===== config.mk =====
export PLATFORM = sky130hd
export DESIGN_NAME = regfile_wb_ctrl
export DESIGN_NICKNAME = d
export VERILOG_FILES = /design/src/rtl/regfile_pkg.sv /design/src/rtl/regfile_wb_fifo.sv /design/src/rtl/regfile_wb_ctrl.sv
export SDC_FILE = /design/constraint.sdc
export NUM_CORES = 1
export LEC_CHECK = 0
export ABC_AREA = 1
export CAP_MARGIN = 30
export CORE_AREA = 2 2 208 159
export DETAILED_ROUTE_END_ITERATION = 8
export DIE_AREA = 0 0 210 161
export GPL_TIMING_DRIVEN = 0
export PLACE_DENSITY_LB_ADDON = 0.05
export REMOVE_ABC_BUFFERS = 1
export SYNTH_ARGS = -nofsm -noshare
export SYNTH_HDL_FRONTEND = slang
export SYNTH_HIERARCHICAL = 1
export SYNTH_SLANG_ARGS = --single-unit

===== constraint.sdc =====
create_clock -name clk -period 2.9 [get_ports clk]
set_input_delay 0.435 -clock clk [delete_from_list [all_inputs] [get_ports clk]]
set_output_delay 0.435 -clock clk [all_outputs]
set_load 0.005 [all_outputs]

===== src/rtl/regfile_pkg.sv =====
// Shared widths and types for the register-file writeback path.
package regfile_pkg;

  localparam int DATA_W = 19;
  localparam int ADDR_W = 5;

  typedef struct packed {
    logic [ADDR_W-1:0] addr;
    logic [DATA_W-1:0] data;
  } wb_req_t;

  typedef enum logic [0:0] {
    SRC_A = 1'b0,
    SRC_B = 1'b1
  } src_t;

endpackage


===== src/rtl/regfile_wb_fifo.sv =====
// In-order circular queue of pending register writes.
// Every slot and its occupancy bit are exposed so the parent can forward from them.
module regfile_wb_fifo
  import regfile_pkg::*;
#(
  parameter  int DEPTH = 4,
  localparam int PTR_W = $clog2(DEPTH),
  localparam int CNT_W = $clog2(DEPTH + 1)
) (
  input  logic             clk,
  input  logic             rst,
  input  logic             push,
  input  wb_req_t          push_req,
  input  logic             pop,
  output wb_req_t          head_req,
  output logic [PTR_W-1:0] head_ptr,
  output logic [CNT_W-1:0] count,
  output wb_req_t          entries [DEPTH],
  output logic [DEPTH-1:0] entry_valid
);

  localparam logic [PTR_W-1:0] PTR_ONE  = PTR_W'(1'b1);
  localparam logic [CNT_W-1:0] CNT_ONE  = CNT_W'(1'b1);
  localparam logic [CNT_W-1:0] CNT_FULL = CNT_W'(DEPTH);

  wb_req_t          mem_r [DEPTH];
  logic [PTR_W-1:0] rd_ptr_r;
  logic [PTR_W-1:0] wr_ptr_r;
  logic [CNT_W-1:0] count_r;
  logic             do_push_s;
  logic             do_pop_s;
  logic [PTR_W-1:0] age_s;

  assign do_push_s = push && (count_r != CNT_FULL);
  assign do_pop_s  = pop && (count_r != '0);

  // Pointer and occupancy bookkeeping.
  always_ff @(posedge clk) begin
    if (!rst) begin
      rd_ptr_r <= '0;
      wr_ptr_r <= '0;
      count_r  <= '0;
    end else begin
      if (do_push_s) begin
        wr_ptr_r <= wr_ptr_r + PTR_ONE;
      end
      if (do_pop_s) begin
        rd_ptr_r <= rd_ptr_r + PTR_ONE;
      end
      case ({do_push_s, do_pop_s})
        2'b10:   count_r <= count_r + CNT_ONE;
        2'b01:   count_r <= count_r - CNT_ONE;
        default: count_r <= count_r;
      endcase
    end
  end

  // Payload storage; slots are qualified by entry_valid, so no reset is needed.
  always_ff @(posedge clk) begin
    if (do_push_s) begin
      mem_r[wr_ptr_r] <= push_req;
    end
  end

  // A slot is live when its distance from the head is below the occupancy.
  always_comb begin
    entry_valid = '0;
    age_s       = '0;
    for (int i = 0; i < DEPTH; i++) begin
      age_s          = PTR_W'(i) - rd_ptr_r;
      entry_valid[i] = (CNT_W'(age_s) < count_r);
    end
  end

  assign head_req = mem_r[rd_ptr_r];
  assign head_ptr = rd_ptr_r;
  assign count    = count_r;
  assign entries  = mem_r;

endmodule


===== src/rtl/regfile_wb_ctrl.sv =====
// Writeback initiator: round-robin between ALU and load unit, queue, drain, forward.
module regfile_wb_ctrl
  import regfile_pkg::*;
#(
  parameter  int DEPTH = 4,
  localparam int PTR_W = $clog2(DEPTH),
  localparam int CNT_W = $clog2(DEPTH + 1)
) (
  input  logic              clk,
  input  logic              rst,
  input  logic              a_valid,
  output logic              a_ready,
  input  logic [ADDR_W-1:0] a_addr,
  input  logic [DATA_W-1:0] a_data,
  input  logic              b_valid,
  output logic              b_ready,
  input  logic [ADDR_W-1:0] b_addr,
  input  logic [DATA_W-1:0] b_data,
  input  logic              rf_busy,
  output logic              rf_we,
  output logic [ADDR_W-1:0] rf_waddr,
  output logic [DATA_W-1:0] rf_wdata,
  input  logic [ADDR_W-1:0] fwd_addr1,
  input  logic [ADDR_W-1:0] fwd_addr2,
  output logic              fwd_hit1,
  output logic              fwd_hit2,
  output logic [DATA_W-1:0] fwd_data1,
  output logic [DATA_W-1:0] fwd_data2,
  output logic [CNT_W-1:0]  count
);

  localparam logic [CNT_W-1:0] CNT_FULL = CNT_W'(DEPTH);

  src_t              last_grant_r;
  logic              a_ready_s;
  logic              b_ready_s;
  logic              full_s;
  logic              contention_s;
  logic              push_s;
  logic              pop_s;
  wb_req_t           push_req_s;
  wb_req_t           head_req_s;
  logic [PTR_W-1:0]  head_ptr_s;
  logic [CNT_W-1:0]  count_s;
  wb_req_t           entries_s [DEPTH];
  logic [DEPTH-1:0]  entry_valid_s;
  logic              rf_we_r;
  logic [ADDR_W-1:0] rf_waddr_r;
  logic [DATA_W-1:0] rf_wdata_r;
  logic [ADDR_W-1:0] fwd_addr_s [2];
  logic              fwd_hit_s  [2];
  logic [DATA_W-1:0] fwd_data_s [2];
  logic [PTR_W-1:0]  idx_s;

  assign full_s       = (count_s == CNT_FULL);
  assign contention_s = rst && !full_s && a_valid && b_valid;

  // Readiness never anticipates a same-cycle pop, so a full queue stalls both sources.
  always_comb begin
    a_ready_s = 1'b0;
    b_ready_s = 1'b0;
    if (!rst || full_s) begin
      a_ready_s = 1'b0;
      b_ready_s = 1'b0;
    end else if (a_valid && b_valid) begin
      a_ready_s = (last_grant_r == SRC_B);
      b_ready_s = (last_grant_r == SRC_A);
    end else begin
      a_ready_s = a_valid;
      b_ready_s = b_valid;
    end
  end

  // Round-robin history only moves when both sources competed.
  always_ff @(posedge clk) begin
    if (!rst) begin
      last_grant_r <= SRC_A;
    end else if (contention_s) begin
      last_grant_r <= b_ready_s ? SRC_B : SRC_A;
    end else begin
      last_grant_r <= last_grant_r;
    end
  end

  // Select the granted request; writes to r0 handshake but are never queued.
  always_comb begin
    push_req_s = '0;
    push_s     = 1'b0;
    if (a_ready_s) begin
      push_req_s.addr = a_addr;
      push_req_s.data = a_data;
      push_s          = (a_addr != '0);
    end else if (b_ready_s) begin
      push_req_s.addr = b_addr;
      push_req_s.data = b_data;
      push_s          = (b_addr != '0);
    end else begin
      push_req_s = '0;
      push_s     = 1'b0;
    end
  end

  assign pop_s = (count_s != '0) && !rf_busy;

  regfile_wb_fifo #(
    .DEPTH (DEPTH)
  ) u_fifo (
    .clk         (clk),
    .rst         (rst),
    .push        (push_s),
    .push_req    (push_req_s),
    .pop         (pop_s),
    .head_req    (head_req_s),
    .head_ptr    (head_ptr_s),
    .count       (count_s),
    .entries     (entries_s),
    .entry_valid (entry_valid_s)
  );

  // Drain stage: rf_we is a one-cycle pulse per pop; address/data hold otherwise.
  always_ff @(posedge clk) begin
    if (!rst) begin
      rf_we_r    <= 1'b0;
      rf_waddr_r <= '0;
      rf_wdata_r <= '0;
    end else if (pop_s) begin
      rf_we_r    <= 1'b1;
      rf_waddr_r <= head_req_s.addr;
      rf_wdata_r <= head_req_s.data;
    end else begin
      rf_we_r    <= 1'b0;
    end
  end

  assign fwd_addr_s[0] = fwd_addr1;
  assign fwd_addr_s[1] = fwd_addr2;

  // Scan oldest-to-youngest so the last match (youngest) wins; drain stage is oldest.
  always_comb begin
    idx_s = '0;
    for (int p = 0; p < 2; p++) begin
      fwd_hit_s[p]  = 1'b0;
      fwd_data_s[p] = '0;
      if (fwd_addr_s[p] != '0) begin
        if (rf_we_r && (rf_waddr_r == fwd_addr_s[p])) begin
          fwd_hit_s[p]  = 1'b1;
          fwd_data_s[p] = rf_wdata_r;
        end else begin
          fwd_hit_s[p]  = 1'b0;
          fwd_data_s[p] = '0;
        end
        for (int k = 0; k < DEPTH; k++) begin
          idx_s = head_ptr_s + PTR_W'(k);
          if (entry_valid_s[idx_s] && (entries_s[idx_s].addr == fwd_addr_s[p])) begin
            fwd_hit_s[p]  = 1'b1;
            fwd_data_s[p] = entries_s[idx_s].data;
          end else begin
            fwd_hit_s[p]  = fwd_hit_s[p];
            fwd_data_s[p] = fwd_data_s[p];
          end
        end
      end else begin
        fwd_hit_s[p]  = 1'b0;
        fwd_data_s[p] = '0;
      end
    end
  end

  assign a_ready   = a_ready_s;
  assign b_ready   = b_ready_s;
  assign rf_we     = rf_we_r;
  assign rf_waddr  = rf_waddr_r;
  assign rf_wdata  = rf_wdata_r;
  assign fwd_hit1  = fwd_hit_s[0];
  assign fwd_hit2  = fwd_hit_s[1];
  assign fwd_data1 = fwd_data_s[0];
  assign fwd_data2 = fwd_data_s[1];
  assign count     = count_s;

endmodule

Word level (Yosys, flattened, before mapping)
Cells that the tools add are included.
{"block": "classes", "add_sub_neg": 10, "n_lt_le_gt_ge": 14, "eq_ne": 14, "mux": 58, "bitwise": 6, "reduce_logical": 28}
{"op": "$mux 24", "n": 11}
{"op": "$mux 19", "n": 12}
{"op": "$bmux 24 s2", "n": 4}
{"op": "$bwmux 96", "n": 1}
{"op": "$eq 5x5->1", "n": 10}
{"op": "$demux 24 s2", "n": 1}
{"op": "$mux 1", "n": 24}
{"op": "$reduce_bool 5->1", "n": 4}
{"op": "$logic_and 1x1->1", "n": 18}
{"op": "$ge 3x3->1 const B", "n": 5}
{"op": "$not 2->3", "n": 5}
{"op": "$lt 2x3->1", "n": 4}
{"op": "$lt 2x3->1 const B", "n": 4}
{"op": "$bmux 1 s2", "n": 4}
{"op": "$pmux 3 s2", "n": 1}
{"op": "$add 2x1->2 const B", "n": 2}
{"op": "$add 2x2->2 const B", "n": 2}
{"op": "$sub 1x2->2 const A", "n": 2}
{"op": "$sub 2x2->2 const A", "n": 2}
{"op": "$add 3x1->3 const B", "n": 1}
{"op": "$eq 3x3->1 const B", "n": 1}
{"op": "$logic_not 1->1", "n": 3}
{"op": "$lt 3x1->1 const B", "n": 1}
{"op": "$ne 3x3->1 const B", "n": 1}
{"op": "other kinds (7)", "n": 7}
{"block": "totals", "regBits": 129, "input_bits": 63, "output_inout_bits": 70, "wordCells": 145}

Depth between registers and ports, before layout
{"block": "logic_depth", "word_depth": 11, "depth_mapped": 20, "ltp_nobuf": 18}

Modules after synthesis
Netlist, hierarchy kept.
{"mod": "regfile_wb_ctrl", "instances": 1, "cells_per_inst": 1389, "area_per_inst_um2": 6613.8, "seq_area_each_um2": 520.5}
{"mod": "regfile_wb_fifo", "instances": 1, "cells_per_inst": 284, "area_per_inst_um2": 4026.4, "seq_area_each_um2": 3022.9}

Least setup slack after synthesis
No wires, ideal clock.
{"block": "synth_path", "kind": "reg-to-output", "startpoint": "register u_fifo.rd_ptr_r[1], in the netlist u_fifo/head_ptr[1]", "endpoint": "output fwd_data2[18]", "arrival_time_ns": 2.625, "required_ns": 2.465, "setup_slack_ns": -0.160, "stages_incl_launch_ff": 18, "n_path_buf": 1, "path_cell_list": "dfxtp_1 nand2_1 nand2_1 inv_1 ha_1 a21oi_1 or2_2 or2_2 nand3_1 nand2_1 nand2_1 nor2_1 nand3_1 clkbuf_1 nand2_1 nand3_1 nand3_1 a21oi_1"}
{"block": "synth_via", "elab_cells_between_ends": 48, "cone_classes": "7 x add/sub; 4 x order compare; 4 x eq/ne; 25 x mux; 4 x bitwise; 4 x reduce/logical"}
{"element": "start: declaration", "line": "regfile_wb_fifo.sv:27", "source": "logic [PTR_W-1:0] rd_ptr_r;"}
{"element": "start signal: assignment", "line": "regfile_wb_fifo.sv:48", "source": "rd_ptr_r <= rd_ptr_r + PTR_ONE;"}
{"element": "$sub 1x2->2 (*)", "line": "regfile_wb_fifo.sv:70", "source": "age_s = PTR_W'(i) - rd_ptr_r;"}
{"element": "$lt 2x3->1 (*)", "line": "regfile_wb_fifo.sv:71", "source": "entry_valid[i] = (CNT_W'(age_s) < count_r);"}
{"element": "via entry_valid_s[0]", "line": "regfile_wb_ctrl.sv:46", "source": "logic [DEPTH-1:0] entry_valid_s;"}
{"element": "$bmux 1 s2", "line": "regfile_wb_ctrl.sv:154", "source": "if (entry_valid_s[idx_s] && (entries_s[idx_s].addr == fwd_addr_s[p])) begin"}
{"element": "$mux 1 (implied by the code)", "line": "regfile_wb_ctrl.sv:154"}
{"element": "$logic_and 1x1->1", "line": "regfile_wb_ctrl.sv:154"}
{"element": "$mux 19 (3 in a row)", "line": "regfile_wb_ctrl.sv:154"}
{"element": "$mux 19 (*)", "line": "regfile_wb_ctrl.sv:154"}
{"element": "$mux 19 (*)", "line": "regfile_wb_ctrl.sv:144", "source": "if (fwd_addr_s[p] != '0) begin"}
{"element": "end: declaration", "line": "regfile_wb_ctrl.sv:28", "source": "output logic [DATA_W-1:0] fwd_data2,"}
Mark *: on every way through the listed nets, which the timed path passes. The rest lies on a longest branch. The select of a mux whose other input is x is not followed.

Worst setup path in the final report
{"block": "layout_path", "startpoint": "register u_fifo.rd_ptr_r[0], in the netlist u_fifo/head_ptr[0]", "endpoint": "output fwd_data2[4]"}
Same word-level chain as after synthesis.

==> impl_metrics.json <==
{
  "yosys_register_bits": 129,
  "status": "complete, but fails checks",
  "hold_depth": 3,
  "clock_latency_ns": 0.45,
  "synthSimpleGateAreaFrac_pct": 36.4,
  "slew_headroom_pct": 24.7,
  "synth_area_um2": 10600,
  "final-setup-viol-count": 40,
  "ctsLongestPathBuffers": 2,
  "max_freq_mhz": 270,
  "clock_sinks": 129,
  "num_vias": 12700,
  "rr_endpoint": "u_fifo/count[1]",
  "maxCapViolations": 0,
  "nFillCells": 3143,
  "synth_edf_count": 96,
  "drc": 0,
  "dieWidth_um": 210,
  "post-route-period-util_pct": 128,
  "cts_hold_buf": 0,
  "ys_seq_area_share_pct": 33.3,
  "port_buffers": 132,
  "synth.area.mux_share_pct": 0.188,
  "worstSetupEndpointType": "primary output",
  "num_io_pins": 133,
  "async_reset_ff_share_pct": 0,
  "crit-reg2reg-launch": "u_fifo/count[0]",
  "dpl-instance-area_um2": 12500,
  "layout_common_cells": "nand2_1 (455), o21ai_0 (172), nor2_1 (154)",
  "min_period_ns": 3.70,
  "synth-compound-area-share_pct": 17.6,
  "cts_max_level": 4,
  "violations": "negative setup slack",
  "grt_pass1_vias": 11500,
  "synthFlopType": "edfxtp_1",
  "ir_drop_v": 0.000344,
  "finalClockSkew_ns": 0.0144,
  "final_nets": 1910,
  "die_y_um": 161,
  "coreArea_um2": 31900,
  "report.final.slew_viol_count": 0,
  "num_antenna_cells": 0,
  "clk_pin_slew_ns": 0.06,
  "total_power_w": 0.0113,
  "initial_core_util_pct": 33.4,
  "worstPathMaxFanout": 5,
  "wirelength_um": 49500,
  "grt_pass1_wl_um": 71800,
  "hpwl_um": 27900,
  "synth_fa_ha_area_share_pct": 1.25,
  "worst_slack_ns": -0.800,
  "path_class": "flop to primary output",
  "avgRoutedWirePerCell_um": 21.9,
  "avgSynthCellArea_um2": 6.36,
  "final_antenna_net_count": 0,
  "cts_tree": "done",
  "dieArea_um2": 33800,
  "synth_top_family_by_area": "simple AND/OR/NAND/NOR gates",
  "antenna_found_initial": 0,
  "startpoint_type": "flop",
  "dpl.cell_count": 2131,
  "gp_congestion": 0.843,
  "syn_to_final_growth_pct": 43.8,
  "synthXorXnorAreaFrac_pct": 0.576,
  "drt-pass1-iter-count": 6,
  "final_layout_size_suffix_gt1_share_pct": 21.9,
  "clockRootBuffer": "clkbuf_16",
  "fin_cells": 2263,
  "grt_overflow_total": 0,
  "cp.arrival_ns": 3.26,
  "row_count": 57,
  "ff2ff_setup_slack_ns": 0.24,
  "worst_pin_slew_ns": 1.13,
  "rsz0062_at_grt": "true",
  "r2r_cells": 11,
  "grt_max_degree": 96,
  "final_common_cell": "nand2_1",
  "drt_iter0_markers": 1400,
  "netlist_instances": 1673,
  "power_density_nw_per_um2": 736,
  "viasPerCell": 5.60,
  "grt_use_total_pct": 28.7,
  "min-delay-start": "rst",
  "power.leakage_nw": 6.51,
  "hold_class": "input port to flop",
  "cts-buffers-inserted": 17,
  "hold_violations": 0,
  "worstHoldEndpoint": "u_fifo/wr_ptr_r[0]",
  "critPathMaxStageDelay_ns": 0.36,
  "cp_common_cell": "nand2_4",
  "synth.distinct_cells": 41,
  "synth_warnings": 6,
  "final_area_um2": 15300,
  "cp_cell_sequence": "buf_16 > inv_8 > nand2_4 > nand2_4 > inv_2 > ha_4 > a21oi_2 > or2_4 > or2_4 > nand3_2 > nand2_4 > nand2_4 > nor2_4 > clkbuf_16 > nand3_4 > buf_8 > buf_6 > nand2_2 > nand3_2 > nand3_2 > a21oi_4 > buf_2",
  "fin_util_pct": 48.0,
  "crit_slowest_cell": "dfxtp_4",
  "crit_required_ns": 2.47
}
==> sequential cells by signal, summed over array words and instances (netlist names) <==
| register | cells |
|---|---|
| u_fifo/entries | 96 |
| rf_wdata | 19 |
| last_grant_r | 1 |
| rf_waddr | 5 |
| u_fifo/count | 3 |
| u_fifo/head_ptr | 2 |
| rf_we | 1 |
| u_fifo/wr_ptr_r | 2 |
==> power breakdown <==
group	internal [W]	total (W)	switching (W)
combinational	0.00251	0.00657	0.00406
sequential	0.00222	0.00237	0.000159
clock	0.00140	0.00232	0.000918
==> cells by family after synthesis <==
group,after synthesis
buffers and inverters,265
adders and majority gates,10
DFF,129
xor gates and xnor gates,7
muxes,2
AOI/OAI and AO/OA,341
and+or+nand+nor,919
==> cell type report <==
| type | count | area, µm² | share of cell area [%] |
|---|---|---|---|
| multi-input cells | 1281 | 6930 | 45.3 |
| flip-flops and latches | 129 | 3550 | 23.2 |
| repair buffers | 248 | 2930 | 19.1 |
| inverters | 154 | 692 | 4.52 |
| well taps | 413 | 517 | 3.38 |
| clock buffers | 22 | 497 | 3.25 |
| clock inverters | 10 | 121 | 0.793 |
| repair inverters | 6 | 71.3 | 0.466 |
==> metal layers <==
| layer | vias to the layer above | global-route usage, % | wire length, µm |
|---|---|---|---|
| met1 | 5938 | 40.5 | 21700 |
| met2 | 699 | 42.5 | 21000 |
| li1 | 5905 | - | - |
| met3 | 128 | 7.41 | 5330 |
| met4 | 0 | 10.3 | 1520 |
| met5 | - | 0 | 0 |
==> cell usage after synthesis, types with 2 or more instances <==
library cell | n | share of area [%]
a21oi_1 | 79 | 3.7
a22o_1 | 21 | 1.7
a22oi_1 | 26 | 1.8
buf_1 | 12 | 0.42
buf_2 | 33 | 1.6
buf_4 | 13 | 0.92
buf_6 | 6 | 0.63
clkbuf_1 | 46 | 1.6
dfxtp_1 | 33 | 6.2
edfxtp_1 | 96 | 27
ha_1 | 9 | 1.1
inv_1 | 145 | 5.1
inv_2 | 8 | 0.28
mux2i_1 | 2 | 0.19
nand2_1 | 504 | 18
nand3_1 | 130 | 6.1
nand4_1 | 59 | 3.5
nor2_1 | 186 | 6.6
nor2_2 | 5 | 0.29
nor3_1 | 4 | 0.19
nor4_1 | 2 | 0.12
o21a_1 | 2 | 0.14
o21ai_0 | 177 | 8.3
o21ai_1 | 26 | 1.2
o22ai_1 | 8 | 0.47
or2_0 | 10 | 0.59
or2_2 | 11 | 0.65
xor2_1 | 7 | 0.58
==> through the flow <==
stage | worst slack (ns) | TNS [ns] | hold slack, ns
2_1_floorplan | -3.23 | -204.43 | 0.456
3_3_place_gp | -7.67 | -1209.64 | 0.478
3_5_place_dp | -2.79 | -207.81 | 0.498
4_1_cts | -0.841 | -29.98 | 0.461
5_1_grt | -0.907 | -32.54 | 0.481
6_report | -0.800 | -28.04 | 0.474
==> how the worst max path moves through the flow <==
stage / slack (ns) / end / cells past startpoint / start
5_1_grt: -0.91 / fwd_data2[4] / 22 / u_fifo/head_ptr[0]
6_report: -0.80 / fwd_data2[4] / 22 / u_fifo/head_ptr[0]
4_1_cts: -0.84 / fwd_data2[4] / 22 / u_fifo/head_ptr[0]
3_5_place_dp: -2.79 / fwd_data2[4] / 13 / u_fifo/head_ptr[1]
2_1_floorplan: -3.23 / fwd_data1[0] / 12 / u_fifo/head_ptr[0]
3_3_place_gp: -7.67 / fwd_data2[17] / 13 / u_fifo/head_ptr[0]
==> repair_timing <==
| item | in CTS | in global routing |
|---|---|---|
| buffers inserted | 72 | 13 |
| pin swaps | 108 | 83 |
| endpoints found under the setup margin | 141 | 42 |
| cloned | 15 | 2 |
| endpoints found under the hold margin | 0 | 0 |
| gates resized for setup | 386 | 80 |
==> critical path: cells and delay by family (launching register included) <==
family,cells,cell delay [ns]
flops,1,0.36
buf+inv,7,0.79
fa+ha+maj,1,0.25
simple gates,12,1.18
compound gates,2,0.23
No activity file was read; power rests on OpenSTA's default activity.
